### src/rtl/div_pkg.sv
// Shared definitions for the restoring divider slice.
//   div_state_t        : controller states (IDLE, CALC, DONE)
//   DIV_WIDTH_DEFAULT  : default operand/result width
package div_pkg;

  typedef enum logic [1:0] {
    IDLE = 2'd0,
    CALC = 2'd1,
    DONE = 2'd2
  } div_state_t;

  localparam int DIV_WIDTH_DEFAULT = 8;

endpackage : div_pkg

### src/rtl/restoring_divider_8bit_sub_ripple.sv
// sub_ripple: (WIDTH+1)-bit ripple subtractor, diff = a - b.
// It is built as a ripple-carry adder computing a + ~b + 1 from full-adder
// cells. The carry out of the top cell is high when no borrow occurred.
// Ports:
//   a, b    in   WIDTH+1  minuend, subtrahend
//   diff    out  WIDTH+1  a - b (modulo 2^(WIDTH+1))
//   borrow  out  1        1 when a < b (unsigned)
module sub_ripple
  import div_pkg::*;
#(
  parameter int WIDTH = DIV_WIDTH_DEFAULT
) (
  input  logic [WIDTH:0] a,
  input  logic [WIDTH:0] b,
  output logic [WIDTH:0] diff,
  output logic           borrow
);

  logic [WIDTH+1:0] carry;
  logic [WIDTH:0]   b_n;

  assign carry[0] = 1'b1;
  assign b_n      = ~b;

  for (genvar i = 0; i <= WIDTH; i++) begin : g_fa
    assign diff[i]    = a[i] ^ b_n[i] ^ carry[i];
    assign carry[i+1] = (a[i] & b_n[i]) | (carry[i] & (a[i] ^ b_n[i]));
  end

  assign borrow = ~carry[WIDTH+1];

endmodule : sub_ripple

### src/rtl/restoring_divider_8bit.sv
// restoring_divider_8bit: multi-cycle restoring divider with a start/valid
// handshake. It computes one quotient bit per clock, MSB first, and uses a
// single ripple subtract stage on every step.
// Ports:
//   clk          in   1      rising-edge clock
//   rst_n        in   1      synchronous, active-low reset
//   start        in   1      request, accepted only while ready=1
//   dividend     in   WIDTH  sampled on accept
//   divisor      in   WIDTH  sampled on accept
//   ready        out  1      high in IDLE/DONE
//   valid        out  1      one-cycle pulse when new results are present
//   quotient     out  WIDTH  held until the next result
//   remainder    out  WIDTH  held until the next result
//   div_by_zero  out  1      set with valid when divisor was 0
// Build option: define DIV_SIGNED_EN for two's-complement (truncating)
// division. When it is undefined, the datapath is purely unsigned.
module restoring_divider_8bit
  import div_pkg::*;
#(
  parameter int WIDTH = DIV_WIDTH_DEFAULT
) (
  input  logic             clk,
  input  logic             rst_n,
  input  logic             start,
  input  logic [WIDTH-1:0] dividend,
  input  logic [WIDTH-1:0] divisor,
  output logic             ready,
  output logic             valid,
  output logic [WIDTH-1:0] quotient,
  output logic [WIDTH-1:0] remainder,
  output logic             div_by_zero
);

  localparam int CNT_W = $clog2(WIDTH);

  div_state_t       state, state_next;
  logic [CNT_W-1:0] count;
  // After every step the partial remainder is smaller than the divisor.
  // For that reason only its low WIDTH bits are kept between steps.
  logic [WIDTH-1:0] part_r;
  logic [WIDTH-1:0] work_q;
  logic [WIDTH-1:0] work_d;

  logic [WIDTH:0]   r_shift;
  logic [WIDTH:0]   diff;
  logic             borrow;
  logic [WIDTH-1:0] q_step, r_step;
  logic [WIDTH-1:0] q_final, r_final;
  logic [WIDTH-1:0] a_mag, b_mag;
  logic             accept, zero_div, last_step;
  logic             unused_diff_msb;

`ifdef DIV_SIGNED_EN
  logic             neg_q, neg_r;
`endif

  assign accept    = start && ready;
  assign zero_div  = (divisor == '0);
  assign last_step = (state == CALC) && (count == CNT_W'(WIDTH - 1));

  // One restoring step: shift the next dividend bit into R, then trial-subtract D.
  assign r_shift = {part_r, work_q[WIDTH-1]};

  sub_ripple #(.WIDTH(WIDTH)) u_sub (
    .a      (r_shift),
    .b      ({1'b0, work_d}),
    .diff   (diff),
    .borrow (borrow)
  );

  assign q_step          = {work_q[WIDTH-2:0], ~borrow};
  assign r_step          = borrow ? r_shift[WIDTH-1:0] : diff[WIDTH-1:0];
  assign unused_diff_msb = diff[WIDTH];

  // Operand magnitudes and sign correction of the result.
  always_comb begin
    // NOTE: every signal driven here gets a default first, so that no path can infer a latch.
    a_mag   = dividend;
    b_mag   = divisor;
    q_final = q_step;
    r_final = r_step;
`ifdef DIV_SIGNED_EN
    if (dividend[WIDTH-1]) a_mag = -dividend;
    if (divisor[WIDTH-1])  b_mag = -divisor;
    // MIN/-1: the magnitude quotient 2^(WIDTH-1) is not negated and reads back as MIN.
    if (neg_q) q_final = -q_step;
    if (neg_r) r_final = -r_step;
`endif
  end

  // Next-state logic. DONE accepts a start exactly like IDLE does.
  always_comb begin
    state_next = state;
    unique case (state)
      IDLE, DONE: if (start) state_next = zero_div ? DONE : CALC;
      CALC:       if (last_step) state_next = DONE;
      default:    state_next = IDLE;
    endcase
  end

  // Output logic.
  always_comb begin
    ready = (state != CALC);
  end

  // All state: the controller, the working registers and the result registers.
  always_ff @(posedge clk) begin
    // NOTE: sequential state uses non-blocking assignments, so every register samples pre-edge values.
    if (!rst_n) begin
      state       <= IDLE;
      count       <= '0;
      part_r      <= '0;
      work_q      <= '0;
      work_d      <= '0;
      valid       <= 1'b0;
      quotient    <= '0;
      remainder   <= '0;
      div_by_zero <= 1'b0;
`ifdef DIV_SIGNED_EN
      neg_q       <= 1'b0;
      neg_r       <= 1'b0;
`endif
    end else begin
      state <= state_next;
      valid <= 1'b0;
      if (accept) begin
        count  <= '0;
        part_r <= '0;
        work_q <= a_mag;
        work_d <= b_mag;
`ifdef DIV_SIGNED_EN
        neg_q  <= dividend[WIDTH-1] ^ divisor[WIDTH-1];
        neg_r  <= dividend[WIDTH-1];
`endif
        if (zero_div) begin
          quotient    <= '1;
          remainder   <= dividend;
          div_by_zero <= 1'b1;
          valid       <= 1'b1;
        end else begin
          div_by_zero <= 1'b0;
        end
      end else if (state == CALC) begin
        count  <= count + CNT_W'(1);
        part_r <= r_step;
        work_q <= q_step;
        if (last_step) begin
          quotient  <= q_final;
          remainder <= r_final;
          valid     <= 1'b1;
        end
      end
    end
  end

endmodule : restoring_divider_8bit

### config.mk
export PLATFORM = sky130hd
export DESIGN_NAME = restoring_divider_8bit
export DESIGN_NICKNAME = d
export VERILOG_FILES = /design/src/rtl/div_pkg.sv /design/src/rtl/restoring_divider_8bit_sub_ripple.sv /design/src/rtl/restoring_divider_8bit.sv
export SDC_FILE = /design/constraint.sdc
export NUM_CORES = 1
export LEC_CHECK = 0
export BUFFER_PORTS_ARGS = -buffer_cell sky130_fd_sc_hd__buf_2
export CORE_ASPECT_RATIO = 1.75
export CORE_UTILIZATION = 59
export DETAILED_ROUTE_END_ITERATION = 6
export PLACE_DENSITY = 0.95
export SYNTH_ARGS = -nofsm -noshare
export SYNTH_HDL_FRONTEND = slang
export SYNTH_SLANG_ARGS = --single-unit
### constraint.sdc
create_clock -name clk -period 10.67 [get_ports clk]
set_input_delay 0.5335 -clock clk [delete_from_list [all_inputs] [get_ports clk]]
set_output_delay 0.5335 -clock clk [all_outputs]
set_load 0.02 [all_outputs]
==> results_dict.tcl, run 1 <==
set metrics [dict create \
    outcome "complete, no violations" \
    synth_async_sr_flop_share_pct 0 \
    power_w 0.000399 \
    clock-sinks 47 \
    tritoncts "done" \
    yosys_most_used_dff "sky130_fd_sc_hd__dfxtp_1" \
    wl_per_cell_um 15.6 \
    hold_buffers 0 \
    p_sw_share_pct 28.4 \
    final.setup_skew_ns 0.0106 \
    grt_pass1_vias 1697 \
    place_area_um2 2310 \
    layout.filler_cells 288 \
    min_period_over_period_pct 38.9 \
    synthDistinctLibCells 34 \
    vias 1869 \
    setup.worst_path.start_class "register" \
    synth-edff-count 0 \
    grt_first_pass_wirelength_um 7710 \
    post_cts_resized 0 \
    number_of_antenna_violations_at_the_first_check_in_global_routing 0 \
    avgSynthCellArea_um2 8.88 \
    max_clk_rate_mhz 241 \
    cts-htree-levels 2 \
    intPower_w 0.000286 \
    port_buffers 37 \
    post_synth_xor_area_fraction_pct 0.408 \
    detail-route-antenna-nets 0 \
    clock_power_share_pct 34.1 \
    part_of_the_power_in_combinational_logic_pct 18.4 \
    cts_buffer_depth 2 \
    synthAdderAreaFrac_pct 8.27 \
    post-route-min-period_ns 4.15 \
    power_density_nw_per_um2 164 \
    finalWeightedCongestion 0.905 \
    post-cts-setup-buffers 0 \
    antennaDiodeCount 0 \
    yosysWarnings 0 \
    number_of_storage_elements_in_the_synthesis_netlist 47 \
    max_cap_violations 0 \
    worst-path-buf-inv 4 \
    cp-end-kind "register" \
    max_slew.worst_pin.slew_ns 0.994 \
    design.die.area_um2 3900 \
    drt-vias-per-instance 5.90 \
    finish.instance_area_um2 2430 \
    initial_utilization_pct 62.6 \
    timing.critical_path.fanout_max 10 \
    classification_of_the_worst_setup_path "reg2reg" \
    row_count 28 \
    synthesized_area_fraction_occupied_by_ao_oa_aoi_and_oai_cells_pct 20.9 \
    routed_wl_um 4940 \
    tns_ns 0 \
    drt_first_pass_iters 6 \
    power_switching_w 0.000113 \
    overflow 0 \
    placeableCoreArea_um2 3430 \
    clk-insertion-delay-late_ns 0.31 \
    timing.final.setup_violations 0 \
    power_frac_seq_pct 47.5 \
    grt_max_degree 30 \
    pin_count 38 \
    synthToLayoutAreaGrowth_pct 13.2 \
    finish.utilization_pct 70.8 \
    synth_simple_gate_area_share_pct 15.2 \
    ys_seq_area_share_pct 43.8 \
    drc 0 \
    place.detailed.instances 309 \
    hold_class "reg2reg" \
    static-leakage-power_nw 1.05 \
    timing.critical_path.slowest_stage_cell "sky130_fd_sc_hd__fa_1" \
    timing.critical_path.slowest_cell_delay_ns 0.40 \
    layoutNonFillerInstCount 317 \
    dpl.hpwl_um 3570 \
    report.final.hold_viol_count 0 \
    crit_arrival_ns 4.35 \
    numCtsBuffers 5 \
    synth.cell_area_um2 2150 \
    crit_family "adder cells" \
    die_w_um 47.6 \
    synthMuxAreaShare_pct 4.72 \
    drive_above_1_share_pct 22.4 \
    final_cell_mix "sky130_fd_sc_hd__nand2_1 (51), sky130_fd_sc_hd__dfxtp_1 (47), sky130_fd_sc_hd__buf_2 (37), sky130_fd_sc_hd__a21oi_1 (26), sky130_fd_sc_hd__nor2_1 (15)" \
    ir_drop_v 0.000130 \
    postSynthCellCount 242 \
    layout_commonest_cell "sky130_fd_sc_hd__nand2_1" \
    worst_slew_margin_rel_pct 33.5 \
    grt_use_total_pct 28.5 \
    critical-path-top-cell-by-count "sky130_fd_sc_hd__fa_1" \
    die-height_um 81.8 \
    clock-root-buffer "sky130_fd_sc_hd__clkbuf_8" \
    dominant_combinational_cell_family_by_area_after_synthesis "compound AO/OA/AOI/OAI gates" \
    synthesized_nets 271 \
    grt_setup_unrepaired "false" \
    required_time_at_the_endpoint_of_the_critical_path_ns 10.87 \
    slew_viol_final 0 \
    timing.critical_path.cells "inv_1, ha_1, fa_1, fa_1, fa_1, fa_1, inv_1, fa_1, inv_1, fa_1, inv_1, fa_1, or2_2, mux2_2, o21ai_0, mux2i_1" \
    drt_iter0_markers 84 \
    num-nets-final 300 \
    clk_pin_slew_worst_paths_ns 0.09 \
]
[through the flow]
stage               hold WS [ns]  setup WS [ns]
floorplan                  0.436           6.76
global placement           0.441           6.65
detailed placement         0.450           6.54
CTS                        0.462           6.54
global route               0.477           6.33
finish                     0.460           6.52
[synthesized netlist by cell type, types with 3 or more instances]
cell type | n | area share [%]
sky130_fd_sc_hd__nor3_1 | 7 | 1.6
sky130_fd_sc_hd__clkbuf_1 | 11 | 1.9
sky130_fd_sc_hd__ha_1 | 3 | 1.7
sky130_fd_sc_hd__mux2i_1 | 9 | 4.2
sky130_fd_sc_hd__fa_1 | 7 | 6.5
sky130_fd_sc_hd__nor2_1 | 15 | 2.6
sky130_fd_sc_hd__o221a_2 | 8 | 4.2
sky130_fd_sc_hd__nand2_1 | 51 | 8.9
sky130_fd_sc_hd__a21oi_1 | 26 | 6.1
sky130_fd_sc_hd__a31oi_1 | 6 | 1.7
sky130_fd_sc_hd__inv_1 | 14 | 2.4
sky130_fd_sc_hd__a211oi_1 | 9 | 3.1
sky130_fd_sc_hd__dfxtp_1 | 47 | 44
sky130_fd_sc_hd__o21ai_1 | 4 | 0.93
[worst min-delay path: cells and delay by family (launching register included)]
family	cells	cell delay [ns]
flip-flops	1	0.31
AND/OR/NAND/NOR	1	0.05
AO/OA/AOI/OAI	1	0.06
[flip-flops by register name, indices dropped and copies added, names as in the netlist]
name,flops
quotient,8
state,2
remainder,8
work_q,8
valid,1
count,3
div_by_zero,1
part_r,8
work_d,8
[cell families after synthesis]
family,Yosys count
adders and majority gates,10
muxes,10
buffers and inverters,31
DFF,47
xor gates and xnor gates,1
and+or+nand+nor,79
AOI/OAI and AO/OA,64
[power by group through the flow]
stage | Clock [W] | Sequential (W) | Combinational [W]
finish | 0.000136 | 0.000190 | 0.0000734
global route | 0.000141 | 0.000191 | 0.0000817
CTS | 0.000135 | 0.000190 | 0.0000724
detailed placement | 0 | 0.000194 | 0.0000717
global placement | 0 | 0.000193 | 0.0000700
floorplan | 0 | 0.000191 | 0.0000547
[final timing paths]
kind	start	depth (start not counted)	slack, ns	end
min reg2reg	div_by_zero	2	0.46	div_by_zero
max reg2reg	work_q[7]	16	6.52	remainder[5]
min	div_by_zero	2	0.46	div_by_zero
max	work_q[7]	16	6.52	remainder[5]
[routing by layer]
| metal | vias up | routed length (um) | GRT usage, % |
|---|---|---|---|
| li1 | 888 | - | - |
| met1 | 871 | 1900 | 31.2 |
| met2 | 87 | 2480 | 45.8 |
| met3 | 23 | 280 | 7.69 |
| met4 | 0 | 280 | 19.4 |
| met5 | - | 0 | 0 |
[area by class of cell]
class	count	area [um2]	area share (%)
clock inverters	2	35.0	1.44
well taps	45	56.3	2.32
inverters	14	52.6	2.16
clock buffers	6	82.6	3.40
flip-flops and latches	47	941	38.7
repair buffers	39	200	8.23
multi-input cells	164	1060	43.7
(Power assumes the default switching activity.)
==> inputs of run 2 (changes only) <==
Settings changed: CORE_UTILIZATION 59 to 49, PLACE_DENSITY 0.95 to 0.85.
Clock period 10.67 ns to 3.6 ns, I/O delays scaled along.
==> run 2 against run 1 <==
Effect of this change: highest routed layer unchanged; flip-flop and latch count is the same; final cell count is 3.2% higher; die area up 20%; worst setup slack worse by 6.5 ns; critical endpoint is now remainder[7]; clock skew is 0.0027 ns lower; critical path depth is 1 lower; first-iteration DRC count down 58%.
==> results_dict.tcl, run 2 (synthesis gave the netlist of run 1 again) <==
set metrics [dict create \
    outcome "complete, no violations" \
    regArea_um2 943 \
    drt_first_pass_iters 4 \
    timing.final.setup_violations 0 \
    die_w_um 52.1 \
    tritoncts "done" \
    drt-vias-per-instance 5.55 \
    cts_buffer_depth 2 \
    design.die.area_um2 4660 \
    static-leakage-power_nw 1.07 \
    pin_count 38 \
    row_count 31 \
    detail-route-antenna-nets 0 \
    min_period_over_period_pct 98.7 \
    power_switching_w 0.000339 \
    clock_power_share_pct 35.8 \
    classification_of_the_worst_setup_path "reg2reg" \
    max_cap_violations 0 \
    intPower_w 0.000926 \
    required_time_at_the_endpoint_of_the_critical_path_ns 3.80 \
    die-height_um 89.6 \
    clk-insertion-delay-late_ns 0.30 \
    num-nets-final 306 \
    routed_wl_um 4900 \
    dpl.hpwl_um 3450 \
    cp-end-kind "register" \
    final_cell_mix "sky130_fd_sc_hd__nand2_1 (51), sky130_fd_sc_hd__dfxtp_1 (45), sky130_fd_sc_hd__buf_2 (37), sky130_fd_sc_hd__a21oi_1 (26), sky130_fd_sc_hd__nor2_1 (15)" \
    whs_ns 0.117 \
    grt_pass1_vias 1776 \
    antennaDiodeCount 0 \
    setup.worst_path.start_class "register" \
    overflow 0 \
    place.detailed.instances 317 \
    layout_commonest_cell "sky130_fd_sc_hd__nand2_1" \
    clk_pin_slew_worst_paths_ns 0.08 \
    drt_iter0_markers 35 \
    clock-root-buffer "sky130_fd_sc_hd__clkbuf_8" \
    vias 1815 \
    worst_slew_margin_rel_pct 29.0 \
    ir_drop_v 0.000403 \
    final.setup_skew_ns 0.00784 \
    drive_above_1_share_pct 29.1 \
    layoutNonFillerInstCount 327 \
    p_sw_share_pct 26.8 \
    slew_viol_final 0 \
    placeableCoreArea_um2 4150 \
    timing.critical_path.fanout_max 2 \
    initial_utilization_pct 51.8 \
    max_slew.worst_pin.slew_ns 1.06 \
    grt_setup_unrepaired "true" \
    finalWeightedCongestion 0.878 \
    hold_class "in2reg" \
    layout.filler_cells 376 \
    numCtsBuffers 5 \
    grt_first_pass_wirelength_um 7930 \
    crit_arrival_ns 3.76 \
    post-route-min-period_ns 3.55 \
    grt_use_total_pct 23.6 \
    max_clk_rate_mhz 281 \
    port_buffers 37 \
    hold_buffers 0 \
    clock-sinks 47 \
    report.final.hold_viol_count 0 \
    drc 0 \
    wl_per_cell_um 15.0 \
    number_of_antenna_violations_at_the_first_check_in_global_routing 0 \
    synthToLayoutAreaGrowth_pct 18.3 \
    power_frac_seq_pct 44.5 \
    grt_max_degree 29 \
    power_density_nw_per_um2 498 \
    multiInputGateArea_um2 1100 \
    cts-htree-levels 2 \
    power_w 0.00127 \
    part_of_the_power_in_combinational_logic_pct 19.6 \
]
==> run 2: path summary, 6_finish.rpt <==
kind / from / to / slack, ns / cells after the start
min reg2reg: work_d[7] / work_d[7] / 0.46 / 2
max reg2reg: work_q[7] / remainder[7] / 0.05 / 15
max: work_q[7] / remainder[7] / 0.05 / 15
min: divisor[1] / work_d[1] / 0.12 / 3
==> run 2: per-layer routing <==
layer | up-vias | track usage, % | wire length [um]
li1 | 902 | - | -
met1 | 844 | 25.4 | 1970
met2 | 55 | 38.8 | 2470
met3 | 14 | 4.88 | 219
met4 | 0 | 19.2 | 240
met5 | - | 0 | 0
==> run 2: critical path, cell delays in order (launching register included) <==
cell and delay [ns]:
sky130_fd_sc_hd__dfxtp_2 0.35, sky130_fd_sc_hd__inv_2 0.05, sky130_fd_sc_hd__ha_4 0.15, sky130_fd_sc_hd__fa_2 0.33, sky130_fd_sc_hd__fa_2 0.35, sky130_fd_sc_hd__fa_2 0.35, sky130_fd_sc_hd__fa_2 0.34, sky130_fd_sc_hd__inv_2 0.06
sky130_fd_sc_hd__fa_2 0.18, sky130_fd_sc_hd__inv_2 0.04, sky130_fd_sc_hd__fa_2 0.33, sky130_fd_sc_hd__inv_2 0.06, sky130_fd_sc_hd__fa_2 0.42, sky130_fd_sc_hd__mux2i_1 0.18, sky130_fd_sc_hd__a21oi_1 0.09, sky130_fd_sc_hd__a21o_1 0.17
==> run 2: layout make-up <==
| class | instances | share of cell area, % |
|---|---|---|
| multi-input combinational | 164 | 43.4 |
| clock inverter | 2 | 2.36 |
| inverter | 14 | 2.07 |
| clock buffer | 6 | 2.85 |
| tap | 49 | 2.41 |
| sequential | 47 | 37.1 |
| timing repair buffer | 45 | 9.79 |
==> run 2: stage by stage <==
step,util (%),cell area [um2],worst slack (ns),TNS (ns)
floorplan,-,2180,-0.00972,-0.00972
global placement,57.1,2370,0.0377,0
detailed placement,57.1,2370,-0.0461,-0.0747
CTS,60.4,2510,0.0128,0
global route,61.3,2540,-0.0724,-0.307
finish,61.3,2540,0.0463,0
==> run 2: power by group through the flow <==
stage / clock, W / sequential (W) / combinational, W
after floorplan: 0 / 0.000568 / 0.000176
after global placement: 0 / 0.000573 / 0.000219
after detailed placement: 0 / 0.000574 / 0.000230
after CTS: 0.000461 / 0.000562 / 0.000232
after global routing: 0.000481 / 0.000567 / 0.000275
final: 0.000454 / 0.000564 / 0.000248
==> run 2: timing repair <==
| item | 4_1_cts | 5_1_grt |
|---|---|---|
| setup buffers | 0 | 2 |
| endpoints found under the setup margin | 2 | 15 |
| resized for setup | 3 | 8 |
| pin swaps | 0 | 6 |
| gates cloned | 0 | 0 |
